===== src/rtl/mem_stage_master.sv =====
// rtl/mem_stage_master.sv - MEM-stage initiator for the data memory with wait states and address checks
module mem_stage_master #(
  parameter logic [31:0] BASE_ADDR   = 32'd1024,
  parameter int          DEPTH       = 64,
  parameter int          WAIT_CYCLES = 2
) (
  input  logic        clk,
  input  logic        rst,
  input  logic        mem_r_en,
  input  logic        mem_w_en,
  input  logic [31:0] alu_res,
  input  logic [31:0] val_rm,
  output logic        ready,
  output logic [31:0] read_data,
  output logic        addr_err,
  output logic        mem_read,
  output logic        mem_write,
  output logic [31:0] address,
  output logic [31:0] data,
  input  logic [31:0] mem_result
);

  // Highest legal word address; computed once so the compare never wraps at run time.
  localparam logic [31:0] LAST_ADDR = BASE_ADDR + 32'(4 * DEPTH) - 32'd4;
  localparam logic [3:0]  CNT_INIT  = 4'(WAIT_CYCLES - 1);

  typedef enum logic [1:0] {IDLE, BUSY, DONE} state_t;

  state_t      state, state_nxt;
  logic [3:0]  cnt, cnt_nxt;
  logic        op_we, op_we_nxt;
  logic [31:0] lat_addr, lat_addr_nxt;
  logic [31:0] lat_data, lat_data_nxt;
  logic [31:0] read_data_nxt;
  logic        addr_err_nxt;
  logic        req;
  logic        legal;

  assign req   = mem_r_en | mem_w_en;
  assign legal = (mem_r_en ^ mem_w_en) &&
                 (alu_res >= BASE_ADDR) && (alu_res <= LAST_ADDR) &&
                 (alu_res[1:0] == 2'b00);

  // Memory side always sees the latched access; strobes only in BUSY and never while in reset.
  assign address   = lat_addr;
  assign data      = lat_data;
  assign mem_read  = (state == BUSY) && !op_we && !rst;
  assign mem_write = (state == BUSY) && op_we && (cnt == 4'd0) && !rst;

  // State and datapath registers, all cleared by synchronous reset.
  always_ff @(posedge clk) begin
    if (rst) begin
      state     <= IDLE;
      cnt       <= 4'd0;
      op_we     <= 1'b0;
      lat_addr  <= 32'd0;
      lat_data  <= 32'd0;
      read_data <= 32'd0;
      addr_err  <= 1'b0;
    end else begin
      state     <= state_nxt;
      cnt       <= cnt_nxt;
      op_we     <= op_we_nxt;
      lat_addr  <= lat_addr_nxt;
      lat_data  <= lat_data_nxt;
      read_data <= read_data_nxt;
      addr_err  <= addr_err_nxt;
    end
  end

  // Next-state logic, request latching, wait countdown and pipeline freeze.
  always_comb begin
    state_nxt     = state;
    cnt_nxt       = cnt;
    op_we_nxt     = op_we;
    lat_addr_nxt  = lat_addr;
    lat_data_nxt  = lat_data;
    read_data_nxt = read_data;
    addr_err_nxt  = addr_err;
    ready         = 1'b0;
    case (state)
      IDLE: begin
        ready = !req;
        if (req) begin
          if (legal) begin
            op_we_nxt    = mem_w_en;
            lat_addr_nxt = alu_res;
            lat_data_nxt = val_rm;
            cnt_nxt      = CNT_INIT;
            state_nxt    = BUSY;
          end else begin
            addr_err_nxt  = 1'b1;
            read_data_nxt = 32'd0;
            state_nxt     = DONE;
          end
        end
      end
      BUSY: begin
        if (cnt == 4'd0) begin
          if (!op_we) begin
            read_data_nxt = mem_result;
          end
          addr_err_nxt = 1'b0;
          state_nxt    = DONE;
        end else begin
          cnt_nxt = cnt - 4'd1;
        end
      end
      DONE: begin
        // Pipeline advances on this edge; a still-present request is the one just finished.
        ready        = 1'b1;
        addr_err_nxt = 1'b0;
        state_nxt    = IDLE;
      end
      default: begin
        state_nxt = IDLE;
      end
    endcase
  end

endmodule


===== config.mk =====
export PLATFORM = sky130hd
export DESIGN_NAME = mem_stage_master
export DESIGN_NICKNAME = d
export VERILOG_FILES = /design/src/rtl/mem_stage_master.sv
export SDC_FILE = /design/constraint.sdc
export NUM_CORES = 1
export LEC_CHECK = 0
export ABC_AREA = 0
export CAP_MARGIN = 20
export CORE_MARGIN = 5
export CORE_UTILIZATION = 43
export CTS_CLUSTER_DIAMETER = 200
export CTS_CLUSTER_SIZE = 40
export DETAILED_ROUTE_END_ITERATION = 8
export PLACE_DENSITY = 0.9
export SLEW_MARGIN = 20
export SYNTH_ARGS = -nofsm -noshare
export SYNTH_HDL_FRONTEND = slang
export SYNTH_SLANG_ARGS = --single-unit

===== constraint.sdc =====
create_clock -name clk -period 3.1 [get_ports clk]
set_input_delay 0.465 -clock clk [delete_from_list [all_inputs] [get_ports clk]]
set_output_delay 0.465 -clock clk [all_outputs]
set_load 0.01 [all_outputs]

### Word level (Yosys, flattened, before mapping)

Index checks and enable logic that the tools add are counted.
Widths: inputs -> output; s select.

| word-level totals | value |
|---|---|
| word-level logic and storage cells | 59 |
| bits in registers | 104 |
| output and inout port bits | 100 |
| memories | 0 |
| RAM bits | 0 |
| input port bits | 100 |
| latch bits | 0 |
| bits in read-only memories | 0 |

| operators by class | value |
|---|---|
| bitwise gates (word level) | 2 |
| mux-type cells | 18 |
| reduce and logical (&&, ||, !) cells | 21 |
| add/sub/neg operators | 1 |
| $lt $le $gt $ge | 2 |
| $mul | 0 |
| equality and inequality tests | 8 |
| shift operators | 0 |
| divide/modulo/power cells | 0 |

Operator list:

| cell | count |
|---|---|
| $mux 32 | 4 |
| $pmux 32 s2 | 1 |
| $ge 32x11->1 const B | 1 |
| $le 32x11->1 const B | 1 |
| $mux 4 | 3 |
| $ne 2x2->1 const B | 5 |
| $logic_and 1x1->1 | 8 |
| $pmux 4 s2 | 1 |
| $reduce_and 4->1 | 2 |
| $mux 2 | 3 |
| $reduce_and 5->1 | 1 |
| $logic_not 2->1 | 2 |
| $logic_not 4->1 | 1 |
| $pmux 2 s2 | 1 |
| $sub 4x1->4 const B | 1 |
| $logic_not 1->1 | 3 |
| $mux 1 | 3 |
| $pmux 1 s3 | 1 |
| $reduce_and 3->1 | 1 |
| $reduce_bool 3->1 | 1 |
| $eq 2x1->1 const B | 1 |
| $eq 2x2->1 const B | 1 |
| $ne 2x1->1 const B | 1 |
| $pmux 1 s2 | 1 |
| 4 further kinds | 4 |

### Longest topological paths before layout

| depth | value |
|---|---|
| depth after elaboration | 7 |
| depth in mapped cells | 9 |
| mapped depth without buffers | 7 |

### Least setup slack after synthesis

No wires, ideal clock.

| timing path | value |
|---|---|
| path type | input to register |
| start point | in mem_r_en |
| end point | reg lat_addr[2] (netlist: address[2]) |
| path buffers | 2 |
| cell stages on the path | 9 |
| data required time | 2972 ps |
| slack | 1000 ps |
| data arrival time | 1972 ps |
| setup time | 128 ps |
| cells stage by stage | inv_1 > ha_1 > nor4b_2 > nand4_2 > nor4b_2 > buf_4 > buf_8 > mux2i_1 > nor2_1 |

| on the way | value |
|---|---|
| cells in the longest elaborated chain, start to end | 5 |
| elaborated cells between the ends (all ways) | 6 |
| those cells by class | bitwise (2); reduce/logical (4) |

RTL lines:

| element | RTL line | text |
|---|---|---|
| start, declared | 9 | `input logic mem_r_en,` |
| $xor 1x1->1 | 40 | `assign legal = (mem_r_en ^ mem_w_en) &&` |
| $logic_and 1x1->1 | 40 |  |
| $logic_and 1x1->1 (2 in series) | 41 | `(alu_res >= BASE_ADDR) && (alu_res <= LAST_ADDR) &&` |
| $reduce_and 3->1 (no line) * | - |  |
| end signal, assigned | 64 | `lat_addr <= lat_addr_nxt;` |
| end, declared | 32 | `logic [31:0] lat_addr, lat_addr_nxt;` |

Mark *: on every way between the ends. The rest lies on a longest branch, timed or not.
A chain may end at the register's enable or synchronous reset.

### Worst setup path after layout

| timing path | value |
|---|---|
| start point | reg state[1] |
| end point | out mem_write |

| on the way | value |
|---|---|
| cells in the longest elaborated chain, start to end | 4 |

RTL lines:

| element | RTL line | text |
|---|---|---|
| start, declared | 29 | `state_t state, state_nxt;` |
| start signal, assigned | 61 | `state <= state_nxt;` |
| $eq 2x1->1 | 48 | `assign mem_write = (state == BUSY) && op_we && (cnt == 4'd0) && !rst;` |
| $logic_and 1x1->1 (3 in series) | 48 |  |
| end, declared | 17 | `output logic mem_write,` |

No other way between the ends.

==> metrics.md <==
| Metric | Value |
|---|---|
| Result of the run | finished, final reports clean |
| Average vias per placed instance | 5.043 |
| Insertion delay to the later sink of the worst-skew pair | 0.36 ns |
| Proportion of power drawn by combinational gates | 9.4% |
| Average instance area after synthesis | 9.694 sq um |
| Warnings from Yosys | 0 |
| Cell area after synthesis | 0.003887 sq mm |
| Height of the die | 105.1 um |
| TritonCTS clock tree | yes |
| Commonest cells after routing, fill and taps aside | sky130_fd_sc_hd__clkdlybuf4s50_1 (198), sky130_fd_sc_hd__dfxtp_1 (104), sky130_fd_sc_hd__nor2_1 (45), sky130_fd_sc_hd__mux2i_1 (39), sky130_fd_sc_hd__a21oi_1 (38) |
| Initial antenna violation count | 0 |
| Total number of nets in the final design | 698 |
| Clock network power share | 37.2% |
| Final routed wirelength across all metal layers | 11,210 um |
| Die W | 105.1 um |
| Fillcell total | 639 |
| Fmax achieved | 361.1 MHz |
| Reg2Reg Setup Slack | 0.92 ns |
| Gr usage total | 19.48% |
| Site Rows | 34 |
| Hold Path Class | register to register |
| Ys async rst share | 0% |
| Number of hold violations in the final report | 0 |
| Simple-gate share of the synthesized area | 21.21% |
| Portion of the post-synthesis area used by sequential elements | 53.56% |
| Port Buf Inserts | 199 |
| Worst reg2reg endpoint | read_data[17] |
| Pwr per Cell Area | 409.4 mW/mm^2 |
| Fraction of power spent switching nets | 22.72% |
| Slew at the pin closest to its max-slew limit | 0.7376 ns |
| Adder and majority cell fraction of the synthesized area | 2.253% |
| Placed Area | 0.005911 sq mm |
| Clock root buffer master | sky130_fd_sc_hd__clkbuf_8 |
| Io pins | 200 |
| Violation count after the first detailed-route iteration | 136 |
| Die Footprint | 0.01104 sq mm |
| Parity-gate share of the synthesized area counting xor and xnor cells | 0% |
| Seq pwr share | 53.4% |
| Capturing element type of the critical path | primary output |
| Critical Path Sink | mem_write |
| Net Count, Synth | 508 |
| Average detailed-routed wire length per instance | 15.92 um |
| Crit path max fanout | 9 |
| Wire length of the first global-routing pass | 17,850 um |
| Number of routed nets with antenna violations | 0 |
| Number of distinct library cells after synthesis | 41 |
| Critical Path Source | state[1] |
| CP Data Required Time | 2.63 ns |
| Area fraction in compound gates after synthesis | 7.821% |
| Commonest register cell after synthesis | sky130_fd_sc_hd__dfxtp_1 |
| Post-Layout Inst Area | 0.006136 sq mm |
| Highest-delay cell along the critical path | sky130_fd_sc_hd__clkdlybuf4s50_1 |
| Number of iterations in the first detailed-routing pass | 4 |
| Post-route DRC | 0 |
| Seq. cell area | 0.002082 sq mm |
| Critical Path, Cell by Cell | inv_1 > ha_1 > clkinv_1 > nor4_1 > clkdlybuf4s50_1 |
| Number of buffers and inverters on the critical path | 3 |
| Max rail drop VDD | 0.0002537 V |
| DP HPWL | 8488 um |
| Syn Inst Count | 401 |
| Main combinational cell family by area after synthesis | simple AND/OR/NAND/NOR gates |
| Number of global-route vias before repair | 3,697 |
| Hold buffers post-CTS | 0 |
| Minimum clock period | 2.770 ns |
| Clock edge transition at the registers on the reported setup and hold paths | 0.10 ns |
| Syn-to-layout area delta | 57.84% |
| Core box area | 0.008763 sq mm |
| Final estimated routing congestion in global placement | 0.7755 |
| Count of flip-flops with a built-in enable after synthesis | 0 |
| Yosys reg bits | 104 |
| Clk sink count | 104 |
| Pwr Total | 2.512 mW |
| Arrival time of data at the critical path endpoint | 2.30 ns |
| Initial core utilization | 44.36% |
| Antenna Cells | 0 |
| P_leak | 2.145 nW |
| Final clock skew | 0.01485 ns |
| R2R Path Start | state[0] |
| Maximum number of pins on one net before global-route repair | 54 |
| Number of cells on the worst reg-to-reg path | 7 |
| H-Tree Level Count | 3 |
| Most frequent standard cell in the layout excluding fill and tap cells | sky130_fd_sc_hd__clkdlybuf4s50_1 |
| Multi-input gate area in the final layout | 0.001620 sq mm |
| Worst Setup Start Kind | register |
| Post-CTS Setup Bufs | 0 |
| Global-route congestion overflow total | 0 |
| Internal Dissipation | 1.941 mW |
| Maximum Capacitance Violations | 0 |
| TNS Setup | 0 ns |
| Net Switching | 0.5706 mW |
| Multiplexer area fraction after synthesis | 10.04% |
| Worst Hold Depth | 2 |
| Total clock buffers created by CTS | 9 |
| RSZ-0062 raised after global routing | no |
| Total via count after detailed routing | 3,550 |
| Slew headroom | 50.77% |
| Layout cell share with drive strength beyond 1 | 5.705% |
| Cells resized by post-CTS repair | 0 |
| Count of final max-slew check failures | 0 |
| Endpoints failing setup | 0 |
| Worst hold slack | 0.4576 ns |
| Critical path start-end classification | register to primary output |
| Dominant delay contributor by cell family on the critical path | buffers and inverters |
| Clock Path Buffers | 2 |
| Delay contributed by the slowest stage of the critical path | 0.62 ns |
| Final critical-path share of the clock period | 89.34% |
| WP depth | 5 |
[through the flow]
stage	util (%)	setup WS, ns	std cells
final	70.02	0.3304	704
after global routing	70.02	0.1226	704
after CTS	70.00	0.3134	704
after detailed placement	67.45	0.07511	688
after global placement	67.45	0.1988	688
after floorplan	-	1.000	401
[final cells by class]
type	instances	area share (%)
well taps	108	2.202
multi-input cells	263	26.41
clock inverters	7	1.631
flip-flops and latches	104	33.93
inverters	8	0.4894
clock buffers	9	2.019
repair buffers	205	33.32
[worst min path at each step]
stage                        from       endpoint  slack, ns
floorplan           read_data[11]  read_data[11]       0.48
global placement     read_data[4]   read_data[4]       0.44
detailed placement    address[24]    address[24]       0.44
CTS                 read_data[23]  read_data[23]       0.46
global route        read_data[13]  read_data[13]       0.47
finish              read_data[23]  read_data[23]       0.46
[Yosys cell counts (2+ instances only)]
| library cell | instances | share of area, % |
|---|---|---|
| sky130_fd_sc_hd__dfxtp_1 | 104 | 54 |
| sky130_fd_sc_hd__nor4b_2 | 3 | 1.2 |
| sky130_fd_sc_hd__and2_1 | 25 | 4.0 |
| sky130_fd_sc_hd__nor3_1 | 4 | 0.51 |
| sky130_fd_sc_hd__nand2_1 | 37 | 3.6 |
| sky130_fd_sc_hd__nand3_1 | 35 | 4.5 |
| sky130_fd_sc_hd__nor4_2 | 2 | 0.64 |
| sky130_fd_sc_hd__buf_1 | 3 | 0.29 |
| sky130_fd_sc_hd__o21ai_0 | 4 | 0.51 |
| sky130_fd_sc_hd__ha_1 | 7 | 2.3 |
| sky130_fd_sc_hd__nor2b_1 | 2 | 0.32 |
| sky130_fd_sc_hd__inv_1 | 7 | 0.68 |
| sky130_fd_sc_hd__nor2_1 | 45 | 4.3 |
| sky130_fd_sc_hd__buf_2 | 6 | 0.77 |
| sky130_fd_sc_hd__a21oi_1 | 38 | 4.9 |
| sky130_fd_sc_hd__clkbuf_1 | 12 | 1.2 |
| sky130_fd_sc_hd__mux2i_1 | 39 | 10 |
| sky130_fd_sc_hd__nor4_1 | 3 | 0.48 |
| sky130_fd_sc_hd__buf_12 | 3 | 1.5 |
[worst register-to-register path, delay by kind of cell, from the launching register on]
kind                       cells  cell delay [ns]
buffers and inverters          1             0.11
and+or+nand+nor                2             0.40
DFF                            1             0.34
adders and majority gates      1             0.29
AOI/OAI and AO/OA              3             0.97
[registers in the layout, summed over array words and instances (netlist names)]
name / count
data: 32
address: 32
cnt: 4
addr_err: 1
state: 2
read_data: 32
op_we: 1
[cell families (layout without fill, tap and decap cells)]
| kind of cell | Yosys count | count (layout) |
|---|---|---|
| simple gates | 164 | 164 |
| flops | 104 | 104 |
| compound gates | 53 | 53 |
| mux | 39 | 39 |
| buf+inv | 34 | 229 |
| fa+ha+maj | 7 | 7 |
[routing by layer]
layer | routed length (um) | GRT usage [%] | vias to the layer above
li1 | - | - | 1736
met4 | 317 | 7.489 | 0
met1 | 4355 | 20.84 | 1640
met3 | 1008 | 8.323 | 25
met5 | 0 | 0 | -
met2 | 5526 | 33.90 | 149
[power by group through the flow]
| stage | Combinational (mW) | Sequential, mW | Clock (mW) |
|---|---|---|---|
| after floorplan | 0.0787 | 1.37 | 0 |
| after global placement | 0.230 | 1.37 | 0 |
| after detailed placement | 0.235 | 1.37 | 0 |
| after CTS | 0.237 | 1.34 | 0.959 |
| after global routing | 0.255 | 1.34 | 1.02 |
| final | 0.237 | 1.34 | 0.933 |
Note: power is estimated with default switching activity, not from simulation.
